===== config.mk =====
export PLATFORM = sky130hd
export DESIGN_NAME = layer_renderer
export DESIGN_NICKNAME = d
export VERILOG_FILES = /design/src/rtl/render_pkg.sv /design/src/rtl/glyph_rom.sv /design/src/rtl/layer_renderer.sv
export SDC_FILE = /design/constraint.sdc
export NUM_CORES = 1
export LEC_CHECK = 0
export CORE_MARGIN = 2
export CORE_UTILIZATION = 45
export CTS_CLUSTER_SIZE = 10
export DETAILED_ROUTE_END_ITERATION = 10
export MAX_ROUTING_LAYER = met4
export PLACE_DENSITY = 0.68
export RECOVER_POWER = 50
export SYNTH_ARGS = -nofsm -noshare
export SYNTH_HDL_FRONTEND = slang
export SYNTH_HIERARCHICAL = 1
export SYNTH_SLANG_ARGS = --single-unit

===== constraint.sdc =====
create_clock -name clk -period 4.3 [get_ports clk]
set_input_delay 0.86 -clock clk [delete_from_list [all_inputs] [get_ports clk]]
set_output_delay 0.86 -clock clk [all_outputs]
set_load 0.02 [all_outputs]

===== src/rtl/render_pkg.sv =====
// Shared constants for the layer renderer: colours, glyph geometry, digit placement.
package render_pkg;

    localparam int GLYPH_W     = 8;
    localparam int GLYPH_H     = 12;
    localparam int GEOM_W      = 11;

    // Digit origins are offsets from the horizontal centre of the active area.
    localparam int DIGIT_L_OFS = 60;
    localparam int DIGIT_R_OFS = 36;
    localparam int DIGIT_Y     = 20;

    localparam logic [23:0] RGB_BLACK  = 24'h000000;
    localparam logic [23:0] DEF_BG_RGB = 24'h000040;
    localparam logic [23:0] DEF_FG_RGB = 24'hFFFFFF;

endpackage


===== src/rtl/glyph_rom.sv =====
// Combinational 8x12 digit font; codes 10..15 and rows past 11 read as blank.
module glyph_rom
    import render_pkg::*;
(
    input  logic [3:0]         digit,
    input  logic [3:0]         row,
    output logic [GLYPH_W-1:0] bits
);

    logic [8*GLYPH_H-1:0] rows;

    // Row 0 sits in the most significant byte; bit 7 of a row is the leftmost pixel.
    always_comb begin
        rows = '0;
        case (digit)
            4'd0: rows = {8'h00, 8'h7C, 8'hC6, 8'hCE, 8'hDE, 8'hF6, 8'hE6, 8'hC6, 8'hC6, 8'hC6, 8'h7C, 8'h00};
            4'd1: rows = {8'h00, 8'h18, 8'h38, 8'h78, 8'h18, 8'h18, 8'h18, 8'h18, 8'h18, 8'h18, 8'h7E, 8'h00};
            4'd2: rows = {8'h00, 8'h7C, 8'hC6, 8'h06, 8'h0C, 8'h18, 8'h30, 8'h60, 8'hC0, 8'hC6, 8'hFE, 8'h00};
            4'd3: rows = {8'h00, 8'h7C, 8'hC6, 8'h06, 8'h06, 8'h3C, 8'h06, 8'h06, 8'h06, 8'hC6, 8'h7C, 8'h00};
            4'd4: rows = {8'h00, 8'h0C, 8'h1C, 8'h3C, 8'h6C, 8'hCC, 8'hFE, 8'h0C, 8'h0C, 8'h0C, 8'h1E, 8'h00};
            4'd5: rows = {8'h00, 8'hFE, 8'hC0, 8'hC0, 8'hFC, 8'h06, 8'h06, 8'h06, 8'h06, 8'hC6, 8'h7C, 8'h00};
            4'd6: rows = {8'h00, 8'h38, 8'h60, 8'hC0, 8'hFC, 8'hC6, 8'hC6, 8'hC6, 8'hC6, 8'hC6, 8'h7C, 8'h00};
            4'd7: rows = {8'h00, 8'hFE, 8'hC6, 8'h06, 8'h0C, 8'h18, 8'h30, 8'h30, 8'h30, 8'h30, 8'h30, 8'h00};
            4'd8: rows = {8'h00, 8'h7C, 8'hC6, 8'hC6, 8'hC6, 8'h7C, 8'hC6, 8'hC6, 8'hC6, 8'hC6, 8'h7C, 8'h00};
            4'd9: rows = {8'h00, 8'h7C, 8'hC6, 8'hC6, 8'hC6, 8'h7E, 8'h06, 8'h06, 8'h06, 8'h0C, 8'h78, 8'h00};
            default: rows = '0;
        endcase
        bits = '0;
        if (row < 4'd12)
            bits = rows[8*GLYPH_H-1 - 8*row -: 8];
    end

endmodule


===== src/rtl/layer_renderer.sv =====
// Two-stage overlay renderer: border, two score digits and NUM_OBJ rectangles over a background.
// Optional SCORE_FLASH_EN blinks a digit for FLASH_FRAMES frames after its score changes.
module layer_renderer
    import render_pkg::*;
#(
    parameter int          H_ACTIVE     = 1280,
    parameter int          V_ACTIVE     = 720,
    parameter int          NUM_OBJ      = 3,
    parameter int          BORDER       = 8,
    parameter int          SCALE        = 2,
    parameter int          FLASH_FRAMES = 32,
    parameter logic [23:0] BG_RGB       = DEF_BG_RGB,
    parameter logic [23:0] FG_RGB       = DEF_FG_RGB
) (
    input  logic                      clk,
    input  logic                      rst_n,
    input  logic [11:0]               hcount,
    input  logic [11:0]               vcount,
    input  logic                      de_in,
    input  logic                      hsync_in,
    input  logic                      vsync_in,
    input  logic [GEOM_W*NUM_OBJ-1:0] obj_x,
    input  logic [GEOM_W*NUM_OBJ-1:0] obj_y,
    input  logic [GEOM_W*NUM_OBJ-1:0] obj_w,
    input  logic [GEOM_W*NUM_OBJ-1:0] obj_h,
    input  logic [24*NUM_OBJ-1:0]     obj_rgb,
    input  logic [3:0]                score_l,
    input  logic [3:0]                score_r,
    output logic [23:0]               rgb,
    output logic                      de_out,
    output logic                      hsync_out,
    output logic                      vsync_out
);

    localparam logic [11:0] HA  = 12'(H_ACTIVE);
    localparam logic [11:0] VA  = 12'(V_ACTIVE);
    localparam logic [11:0] BRD = 12'(BORDER);
    localparam logic [11:0] LX  = 12'(H_ACTIVE/2 - DIGIT_L_OFS);
    localparam logic [11:0] RX  = 12'(H_ACTIVE/2 + DIGIT_R_OFS);
    localparam logic [11:0] DY  = 12'(DIGIT_Y);
    localparam logic [11:0] GW  = 12'(GLYPH_W*SCALE);
    localparam logic [11:0] GH  = 12'(GLYPH_H*SCALE);
    localparam logic [11:0] SC  = 12'(SCALE);

    logic [GEOM_W*NUM_OBJ-1:0] sh_x, sh_y, sh_w, sh_h;
    logic [24*NUM_OBJ-1:0]     sh_rgb;
    logic [3:0]                sh_score_l, sh_score_r;
    logic                      load;
    logic                      show_l, show_r;

    // Shadow load happens on the first blanking line so the visible frame never tears.
    assign load = (vcount == VA) && (hcount == 12'd0);

    always_ff @(posedge clk or negedge rst_n) begin
        if (!rst_n) begin
            sh_x       <= '0;
            sh_y       <= '0;
            sh_w       <= '0;
            sh_h       <= '0;
            sh_rgb     <= '0;
            sh_score_l <= '0;
            sh_score_r <= '0;
        end else if (load) begin
            sh_x       <= obj_x;
            sh_y       <= obj_y;
            sh_w       <= obj_w;
            sh_h       <= obj_h;
            sh_rgb     <= obj_rgb;
            sh_score_l <= score_l;
            sh_score_r <= score_r;
        end
    end

`ifdef SCORE_FLASH_EN
    localparam int FW = ($clog2(FLASH_FRAMES + 1) < 3) ? 3 : $clog2(FLASH_FRAMES + 1);

    logic [FW-1:0] flash_l, flash_r;

    always_ff @(posedge clk or negedge rst_n) begin
        if (!rst_n) begin
            flash_l <= '0;
            flash_r <= '0;
        end else if (load) begin
            if (score_l != sh_score_l)
                flash_l <= FW'(FLASH_FRAMES);
            else if (flash_l != '0)
                flash_l <= flash_l - 1'b1;
            if (score_r != sh_score_r)
                flash_r <= FW'(FLASH_FRAMES);
            else if (flash_r != '0)
                flash_r <= flash_r - 1'b1;
        end
    end

    assign show_l = (flash_l == '0) || flash_l[2];
    assign show_r = (flash_r == '0) || flash_r[2];
`else
    assign show_l = 1'b1;
    assign show_r = 1'b1;
`endif

    logic [NUM_OBJ-1:0] hit_d;
    logic               border_d, in_y_d, in_l_d, in_r_d;
    logic [11:0]        dy, dx_l, dx_r;

    // Widening to 12 bits keeps x+w and y+h from wrapping.
    always_comb begin
        hit_d = '0;
        for (int i = 0; i < NUM_OBJ; i++) begin
            hit_d[i] = (hcount >= {1'b0, sh_x[GEOM_W*i +: GEOM_W]})
                    && (hcount <  {1'b0, sh_x[GEOM_W*i +: GEOM_W]} + {1'b0, sh_w[GEOM_W*i +: GEOM_W]})
                    && (vcount >= {1'b0, sh_y[GEOM_W*i +: GEOM_W]})
                    && (vcount <  {1'b0, sh_y[GEOM_W*i +: GEOM_W]} + {1'b0, sh_h[GEOM_W*i +: GEOM_W]});
        end
    end

    assign border_d = (BORDER != 0)
                   && ((hcount < BRD) || (hcount >= HA - BRD) || (vcount < BRD) || (vcount >= VA - BRD));
    assign in_y_d   = (vcount >= DY) && (vcount < DY + GH);
    assign in_l_d   = in_y_d && (hcount >= LX) && (hcount < LX + GW);
    assign in_r_d   = in_y_d && (hcount >= RX) && (hcount < RX + GW);
    assign dy       = vcount - DY;
    assign dx_l     = hcount - LX;
    assign dx_r     = hcount - RX;

    logic [NUM_OBJ-1:0] s1_hit;
    logic               s1_border, s1_in_l, s1_in_r, s1_de, s1_hs, s1_vs;
    logic [3:0]         s1_row;
    logic [2:0]         s1_col_l, s1_col_r;

    always_ff @(posedge clk or negedge rst_n) begin
        if (!rst_n) begin
            s1_hit    <= '0;
            s1_border <= 1'b0;
            s1_in_l   <= 1'b0;
            s1_in_r   <= 1'b0;
            s1_row    <= '0;
            s1_col_l  <= '0;
            s1_col_r  <= '0;
            s1_de     <= 1'b0;
            s1_hs     <= 1'b0;
            s1_vs     <= 1'b0;
        end else begin
            s1_hit    <= hit_d;
            s1_border <= border_d;
            s1_in_l   <= in_l_d;
            s1_in_r   <= in_r_d;
            s1_row    <= 4'(dy / SC);
            s1_col_l  <= 3'(dx_l / SC);
            s1_col_r  <= 3'(dx_r / SC);
            s1_de     <= de_in;
            s1_hs     <= hsync_in;
            s1_vs     <= vsync_in;
        end
    end

    logic [GLYPH_W-1:0] pat_l, pat_r;
    logic               lit_l, lit_r;
    logic [23:0]        obj_col, rgb_d;

    glyph_rom u_glyph_l (.digit(sh_score_l), .row(s1_row), .bits(pat_l));
    glyph_rom u_glyph_r (.digit(sh_score_r), .row(s1_row), .bits(pat_r));

    assign lit_l = s1_in_l && show_l && pat_l[3'd7 - s1_col_l];
    assign lit_r = s1_in_r && show_r && pat_r[3'd7 - s1_col_r];

    // Walking from the top index down leaves the lowest-index hit in obj_col.
    always_comb begin
        obj_col = BG_RGB;
        for (int i = NUM_OBJ - 1; i >= 0; i--) begin
            if (s1_hit[i])
                obj_col = sh_rgb[24*i +: 24];
        end
    end

    always_comb begin
        rgb_d = obj_col;
        if (!s1_de)
            rgb_d = RGB_BLACK;
        else if (s1_border || lit_l || lit_r)
            rgb_d = FG_RGB;
    end

    always_ff @(posedge clk or negedge rst_n) begin
        if (!rst_n) begin
            rgb       <= RGB_BLACK;
            de_out    <= 1'b0;
            hsync_out <= 1'b0;
            vsync_out <= 1'b0;
        end else begin
            rgb       <= rgb_d;
            de_out    <= s1_de;
            hsync_out <= s1_hs;
            vsync_out <= s1_vs;
        end
    end

endmodule


# Word level (Yosys, flattened, before mapping)
# Memory sizes are Yosys's and may differ from the RTL's.
# Cells that the tools add are included.
# word_totals
reg_bits	258
rom_bits	2240
input_bits	241
out_inout_bits	27
wordCells	97
mem_count	2
# memory_table
memory	depth	width	read_ports	rd_clocked_by_memory_dff	write_ports	line	source
(name not given)	16	70	1	0	0	glyph_rom.sv:15	case (digit)
(name not given)	16	70	1	0	0	glyph_rom.sv:15	
# classes
n_addsub	12
magnitude_cmp	25
n_eq_ne	1
n_shift	2
n_mux	11
n_reduce_logical	23
# op_table
operator	count
$shiftx 103x33->8	2
$mux 24	5
$add 11x11->12	6
$ge 12x11->1	6
$lt 12x12->1	6
$ge 12x10->1 const B	3
$lt 12x10->1 const B	2
$lt 12x4->1 const B	2
$logic_and 1x1->1	17
$mux 8	2
$eq 12x10->1 const B	1
$ge 12x11->1 const B	1
$ge 12x5->1 const B	1
$logic_not 12->1	1
$lt 12x6->1 const B	1
$lt 3x4->1 const B	2
$sub 4x3->4 const B	2
$sub 7x7->8 const A	1
$bmux 1 s3	2
$sub 3x3->3 const A	2
$logic_or 1x1->1	5
$sub 5x5->5 const B	1
$lt 4x4->1 const B	1
$mux 1	2

# Logic depth before layout (Yosys ltp)
# depth
depth_word	10
mapped_depth	16
mapped_depth_nobuf	16

# Hierarchy
# The synthesis kept the hierarchy.
# by_module_without_submodules
module	n_inst	cells_each	area_per_inst_um2
layer_renderer	1	1485	15562.4
glyph_rom at u_glyph_r	1	197	1267.5
glyph_rom at u_glyph_l	1	187	1201.2

# Worst setup path after synthesis
# Ideal clock, no wire load.
# synth_timing
path_type	flip-flop to flip-flop
from	register sh_score_r[0]
to	register rgb[13]
setup_time_ns	0.119
t_arrival_ns	3.732
t_required_ns	4.181
setup_slack_ns	0.449
path_stages_with_launch	14
cell_sequence	dfrtp_1 > inv_1 > ha_1 > clkbuf_1 > a21o_1 > o221a_4 > a311oi_2 > a211oi_1 > o311a_1 > mux4_1 > mux2_2 > a221o_2 > buf_6 > o21a_1
# synth_between
elab_chain_cells	9
# synth_lines
item	line	source
start, declared	layer_renderer.sv:47	logic [3:0] sh_score_l, sh_score_r;
start signal, assigned	layer_renderer.sv:70	sh_score_r <= score_r;
$mem_v2 16x70	-	
$shiftx 103x33->8	glyph_rom.sv:30	bits = rows[8*GLYPH_H-1 - 8*row -: 8];
$mux 8	glyph_rom.sv:29	if (row < 4'd12)
via pat_r[6]	layer_renderer.sv:157	logic [GLYPH_W-1:0] pat_l, pat_r;
$bmux 1 s3	layer_renderer.sv:165	assign lit_r = s1_in_r && show_r && pat_r[3'd7 - s1_col_r];
$mux 1 (not written as such)	layer_renderer.sv:165	
$logic_and 1x1->1	layer_renderer.sv:165	
$logic_or 1x1->1	layer_renderer.sv:180	else if (s1_border || lit_l || lit_r)
$mux 24	layer_renderer.sv:180	
$mux 24	layer_renderer.sv:178	if (!s1_de)
via rgb_d[13]	layer_renderer.sv:159	logic [23:0] obj_col, rgb_d;
end signal, assigned	layer_renderer.sv:191	rgb <= rgb_d;
end, declared	layer_renderer.sv:29	output logic [23:0] rgb,
# The timed path passes the listed nets, and every way through them passes these cells. The select of a mux whose other input is x is not followed.
# A chain may end at the register's enable or synchronous reset.

# Final worst setup path
# layout_timing
from	register sh_x[11]
to	register s1_hit[1]
# layout_between
elab_chain_cells	5
word_cells_on_any_way	6
classes_between	1 x add/sub; 2 x order compare; 3 x reduce/logical
# layout_lines
item	line	source
start, declared	layer_renderer.sv:45	logic [GEOM_W*NUM_OBJ-1:0] sh_x, sh_y, sh_w, sh_h;
start signal, assigned	layer_renderer.sv:64	sh_x <= obj_x;
$add 11x11->12	layer_renderer.sv:111	&& (hcount < {1'b0, sh_x[GEOM_W*i +: GEOM_W]} + {1'b0, sh_w[GEOM_W*i +: GEOM_W]})
$lt 12x12->1	layer_renderer.sv:111	
$logic_and 1x1->1 *	layer_renderer.sv:111	
$logic_and 1x1->1 *	layer_renderer.sv:112	&& (vcount >= {1'b0, sh_y[GEOM_W*i +: GEOM_W]})
$logic_and 1x1->1 *	layer_renderer.sv:113	&& (vcount < {1'b0, sh_y[GEOM_W*i +: GEOM_W]} + {1'b0, sh_h[GEOM_W*i +: GEOM_W]});
via hit_d[1]	layer_renderer.sv:102	logic [NUM_OBJ-1:0] hit_d;
end signal, assigned	layer_renderer.sv:144	s1_hit <= hit_d;
end, declared	layer_renderer.sv:126	logic [NUM_OBJ-1:0] s1_hit;
# The timed path passes the listed nets; every way through them passes the cells marked *.

==> results.txt <==
- Outcome: complete, but fails checks
- The final reports fail on max-capacitance violations, max-slew violations.
* First-pass GRT wire length: 86710 µm
* Worst clock skew on the final layout: 0.01847 ns
- Count of final setup violators: 0
* # Max-Cap Violations: 1
- STA classifies the critical path endpoint as a register.
- The worst setup path is launched from a register.
* Global router's overall resource usage: 0.2734
- The number of endpoints with negative hold slack in the final report was 0.
* Normalized max-slew margin: -0.3664
- Of the total synthesized cell area, the portion taken by XOR and XNOR cells is 0.02283.
* Setup repair after global routing missed its margin: false
* Required time at the worst-slack endpoint: between 4 and 5 ns
- Clock Tree Buf Depth: 3
- Of the total power, the share spent switching nets is 0.2600.
- For this configuration, the core starts out at a cell density of 0.4549.
* Cell internal power dissipation: approximately 4.4 mW
- Fraction of registers with async set/reset: 1.000
- In this run the standard cell core region covers 39640 µm².
* Number of synthesized register bits: 255
* Routed wirelength normalized by instance count: 20.47 µm
- The worst path meets setup with 0.3405 ns of slack.
- Commonest register cell after synthesis: sky130_fd_sc_hd__dfrtp_1
- The pre-antenna-repair detailed-routing pass consisted of 7 iterations.
* Fmax: 252.6 MHz
- Share of total power in sequential cells: 0.416
* Clock-pin slew reported for the worst setup and hold paths after clock tree synthesis: 0.06 ns
- Layout cells sized above 1: 0.1339
- Detailed placer's ending HPWL: 41830 µm
- Number of synthesized flops with an enable pin: 0
- Clock tree synthesis inserted a total of 34 buffers.
- Summed over all layers, the global routing overflow is 0.
* Total power density per cell area: around 260 nW/µm²
- Using the TritonRoute via totals, the vias-per-cell ratio works out to 5.746.
- The placed instances occupy a cell area of 21540 µm².
- Of the total synthesized cell area, the portion taken by AND, OR, NAND and NOR gates is 0.1254.
- For this design the total switching power over the nets is 1.530 mW.
* Ranking of synthesized cells by area: sky130_fd_sc_hd__dfrtp_1 (35%), sky130_fd_sc_hd__ha_1 (16%), sky130_fd_sc_hd__mux2_2 (9.6%)
- Number of post-CTS setup repair buffers: 0
* Clock tree from TritonCTS: done
* Gp weighted congestion: 0.9489
- Die Span Y: 204.2 µm
- The worst-case IR drop observed on VDD is 0.2295 mV.
- Along the worst path, the maximum fanout reaches 3.
- For this design, the CTS-stage hold fixing added 0 buffers.
* Aggregate routed wire length: 55350 µm
- In the final design database the tool counted 2630 nets.
- The routed layout has about 16000 vias.
- The share of the synthesized area in compound gates (AO/OA/AOI/OAI) is 0.1817.
* Number of antenna violations at the first check in global routing: 6
- Filler cell count in the final layout: around 3500
- Largest family of logic cells by synthesized area: compound AO/OA/AOI/OAI gates
* DP Worst Slack: about 0.24 ns
- For the pin with the worst max-slew slack, the measured transition is around 2 ns.
- After synthesis the cells add up to 18030 µm².
- Adder and majority gate portion of the synthesized area: 0.1621
* Die X-Extent: approximately 200 µm
- The tightest min-delay check is of the register to register type.
- Standby leakage power: 10.55 nW
- On the worst path, the slowest cell contributes a delay of 0.48 ns.
- For this block, the initial DRC count from the detailed router was 823.
- In this run the mean area of a mapped cell was ~9.6 µm².
* Area fraction of the dominant cell type after synthesis: 0.3539
* Warnings, synthesis: 6
- After synthesis, the share of cell area in mux cells is 0.1064.
- The final max-slew violation count is 80.
- Latest clock arrival within the worst-skew pair: 0.56 ns
* Post-Syn Nets: 2340
* Count of boundary I/O pins: 268
* Worst Setup Path Type: register to register
* Sum Neg Setup Slack: 0 ns
- The count of nets left with antenna violations once routing finished came out at 0.
- The H-tree was split into 2 levels.
- Area of the die: 41690 µm²
* Sequential element share of the synthesized area: 0.3539
- Area of all placed cells without fillers: 22540 µm²
* Post-layout minimum cycle time: 3.959 ns
* Arrival time of the worst setup path: around 4.4 ns
* Clock sink count: 255
* Kind of cell adding the most delay to the critical path: compound AO/OA/AOI/OAI gates
- Ratio of final minimum period to clock period: 0.9208
- The share of total power dissipated in the clock network is 0.447.
* Crit-path slowest cell: sky130_fd_sc_hd__or4_1
- Distinct cells, synth: 83
- The area growth from synthesis to layout is 25.00%.
* Count of input and output buffers: ~270
- Final routed DRC violation total: 0
- Entering global routing, the biggest net connects 88 pins.
* Rows: 73
* Number of global-route vias before repair: roughly 16000
- The largest total area in the synthesized netlist belongs to sky130_fd_sc_hd__dfrtp_1.
- Crit path buffers/inverters: 0
- Of the total power, combinational logic draws 0.137.
- Number of standard cells after synthesis: between 1500 and 2000
- The root buffer cell chosen for the clock tree is sky130_fd_sc_hd__clkbuf_16.
- Resized cells post-CTS: 0
- Worst-path cell chain: ha_1 -> fa_1 -> a21oi_1 -> nor2b_1 -> nor3_1 -> o21ai_1 -> a2111oi_2 -> nor3_1 -> ha_1 -> o21ai_0 -> nor2_1 -> a2111oi_1 -> o21ai_0 -> or4_1 -> a2111oi_1
[logic make-up after synthesis]
kind of cell,count (synthesis)
other cells,2
xor+xnor,47
flops,255
compound gates,508
simple gates,473
mux,166
buf+inv,188
fa+ha+maj,230
[path summary, 6_finish.rpt]
check / start / end / slack, ns / cells after the start
setup / recovery: sh_x[11] / s1_hit[1] / 0.34 / 15
hold / removal: s1_vs / vsync_out / 0.35 / 0
setup reg to reg: sh_x[11] / s1_hit[1] / 0.34 / 15
hold reg to reg: s1_vs / vsync_out / 0.35 / 0
max in group asynchronous: rst_n / s1_row[1] / 1.03 / 2
min in group asynchronous: rst_n / sh_rgb[29] / 0.90 / 1
[final cells by class]
class                      instances  area (µm²)  share of cell area
clock buffer                      43       934.6             0.04147
inverter                         109       409.1             0.01815
multi-input combinational       1426       10820              0.4802
clock inverter                     7       62.56            0.002776
timing repair buffer             333        3254              0.1444
antenna                            6       15.01           0.0006661
sequential                       255        6382              0.2832
tap                              525       656.9             0.02914
[registers in the layout, indices dropped and copies added, names as in the netlist]
signal,flops
s1_in_r,1
sh_h,33
s1_border,1
s1_de,1
sh_score_r,4
s1_hit,3
de_out,1
hsync_out,1
sh_y,33
s1_hs,1
s1_row,4
s1_vs,1
sh_rgb,72
s1_col_l,3
sh_x,33
sh_score_l,4
vsync_out,1
s1_in_l,1
sh_w,33
rgb,24
[per-stage QoR]
step	hold slack [ns]	total power [mW]	util	instances
6_report	0.3491	5.884	0.5686	2704
5_1_grt	0.3644	6.100	0.5686	2704
4_1_cts	0.3086	5.953	0.5686	2698
3_5_place_dp	0.3397	3.292	0.5434	2648
3_3_place_gp	0.3339	3.293	0.5434	2648
2_1_floorplan	0.3312	2.791	-	1869
[metal layers]
| layer | GRT usage | vias to the layer above | share of wire |
|---|---|---|---|
| met2 | 0.4423 | 499 | 0.48 |
| met3 | 0.04974 | 141 | 0.056 |
| met4 | 0.1201 | 0 | 0.043 |
| met5 | - | - | 0 |
| met1 | 0.3346 | 7510 | 0.42 |
| li1 | - | 7386 | - |
[worst register-to-register path, delay by kind of cell, from the launching register on]
kind / cells / cell delay (ns)
fa+ha+maj: 3 / 0.93
simple gates: 5 / 0.91
compound gates: 7 / 1.60
flops: 1 / 0.40
[Yosys cell counts (5+ instances only)]
cell type	count
sky130_fd_sc_hd__a21oi_1	101
sky130_fd_sc_hd__and2_1	6
sky130_fd_sc_hd__or3_1	5
sky130_fd_sc_hd__nand4_1	19
sky130_fd_sc_hd__buf_2	25
sky130_fd_sc_hd__nor2_1	106
sky130_fd_sc_hd__a21boi_0	8
sky130_fd_sc_hd__buf_6	8
sky130_fd_sc_hd__buf_4	15
sky130_fd_sc_hd__dfrtp_1	255
sky130_fd_sc_hd__a22oi_1	25
sky130_fd_sc_hd__o211ai_1	7
sky130_fd_sc_hd__ha_1	224
sky130_fd_sc_hd__a31o_2	6
sky130_fd_sc_hd__xor2_1	34
sky130_fd_sc_hd__o21ai_0	167
sky130_fd_sc_hd__nor2b_1	34
sky130_fd_sc_hd__o21a_1	34
sky130_fd_sc_hd__o22ai_1	6
sky130_fd_sc_hd__inv_1	108
sky130_fd_sc_hd__a2111oi_0	13
sky130_fd_sc_hd__nand2b_1	25
sky130_fd_sc_hd__or4_1	9
sky130_fd_sc_hd__a211o_1	7
sky130_fd_sc_hd__xnor2_1	13
sky130_fd_sc_hd__nand3_1	30
sky130_fd_sc_hd__mux2_2	153
sky130_fd_sc_hd__and3_1	10
sky130_fd_sc_hd__a311oi_1	5
sky130_fd_sc_hd__o31ai_1	6
sky130_fd_sc_hd__fa_1	6
sky130_fd_sc_hd__a21o_1	27
sky130_fd_sc_hd__nand2_1	162
sky130_fd_sc_hd__o41ai_1	9
sky130_fd_sc_hd__clkbuf_1	29
sky130_fd_sc_hd__o2111ai_1	7
sky130_fd_sc_hd__a211oi_1	23
sky130_fd_sc_hd__nor3_1	39
sky130_fd_sc_hd__mux2i_1	9
sky130_fd_sc_hd__a31oi_1	7
sky130_fd_sc_hd__nor4_1	9
sky130_fd_sc_hd__o311ai_0	8
[layout by cell type (no fill, tap or decap), types with 7 or more instances in the layout]
cell / count
sky130_fd_sc_hd__nor4_1: 9
sky130_fd_sc_hd__clkdlybuf4s50_1: 260
sky130_fd_sc_hd__nor2_1: 106
sky130_fd_sc_hd__o211ai_1: 7
sky130_fd_sc_hd__o2111ai_1: 7
sky130_fd_sc_hd__mux2i_1: 9
sky130_fd_sc_hd__a2111oi_0: 10
sky130_fd_sc_hd__a211oi_1: 23
sky130_fd_sc_hd__o21ai_0: 166
sky130_fd_sc_hd__a21o_1: 27
sky130_fd_sc_hd__nor3_1: 39
sky130_fd_sc_hd__nand2b_1: 25
sky130_fd_sc_hd__o21a_1: 34
sky130_fd_sc_hd__nand2_1: 162
sky130_fd_sc_hd__a31oi_1: 7
sky130_fd_sc_hd__a21oi_1: 101
sky130_fd_sc_hd__o41ai_1: 8
sky130_fd_sc_hd__or4_1: 9
sky130_fd_sc_hd__inv_1: 108
sky130_fd_sc_hd__dfrtp_1: 254
sky130_fd_sc_hd__buf_4: 54
sky130_fd_sc_hd__a211o_1: 7
sky130_fd_sc_hd__and3_1: 10
sky130_fd_sc_hd__ha_1: 224
sky130_fd_sc_hd__xor2_1: 34
sky130_fd_sc_hd__nor2b_1: 33
sky130_fd_sc_hd__mux2_2: 153
sky130_fd_sc_hd__nand4_1: 19
sky130_fd_sc_hd__nand3_1: 30
sky130_fd_sc_hd__a21boi_0: 8
sky130_fd_sc_hd__a22oi_1: 25
sky130_fd_sc_hd__xnor2_1: 13
sky130_fd_sc_hd__o311ai_0: 8
sky130_fd_sc_hd__clkbuf_16: 34
sky130_fd_sc_hd__buf_12: 8
[power groups by stage]
| stage | sequential [mW] | combinational (mW) | clock [mW] |
|---|---|---|---|
| floorplan | 2.50 | 0.293 | 0 |
| global placement | 2.49 | 0.806 | 0 |
| detailed placement | 2.49 | 0.805 | 0 |
| CTS | 2.45 | 0.811 | 2.70 |
| global route | 2.45 | 0.872 | 2.78 |
| finish | 2.45 | 0.806 | 2.63 |
Note: power is estimated with default switching activity, not from simulation.
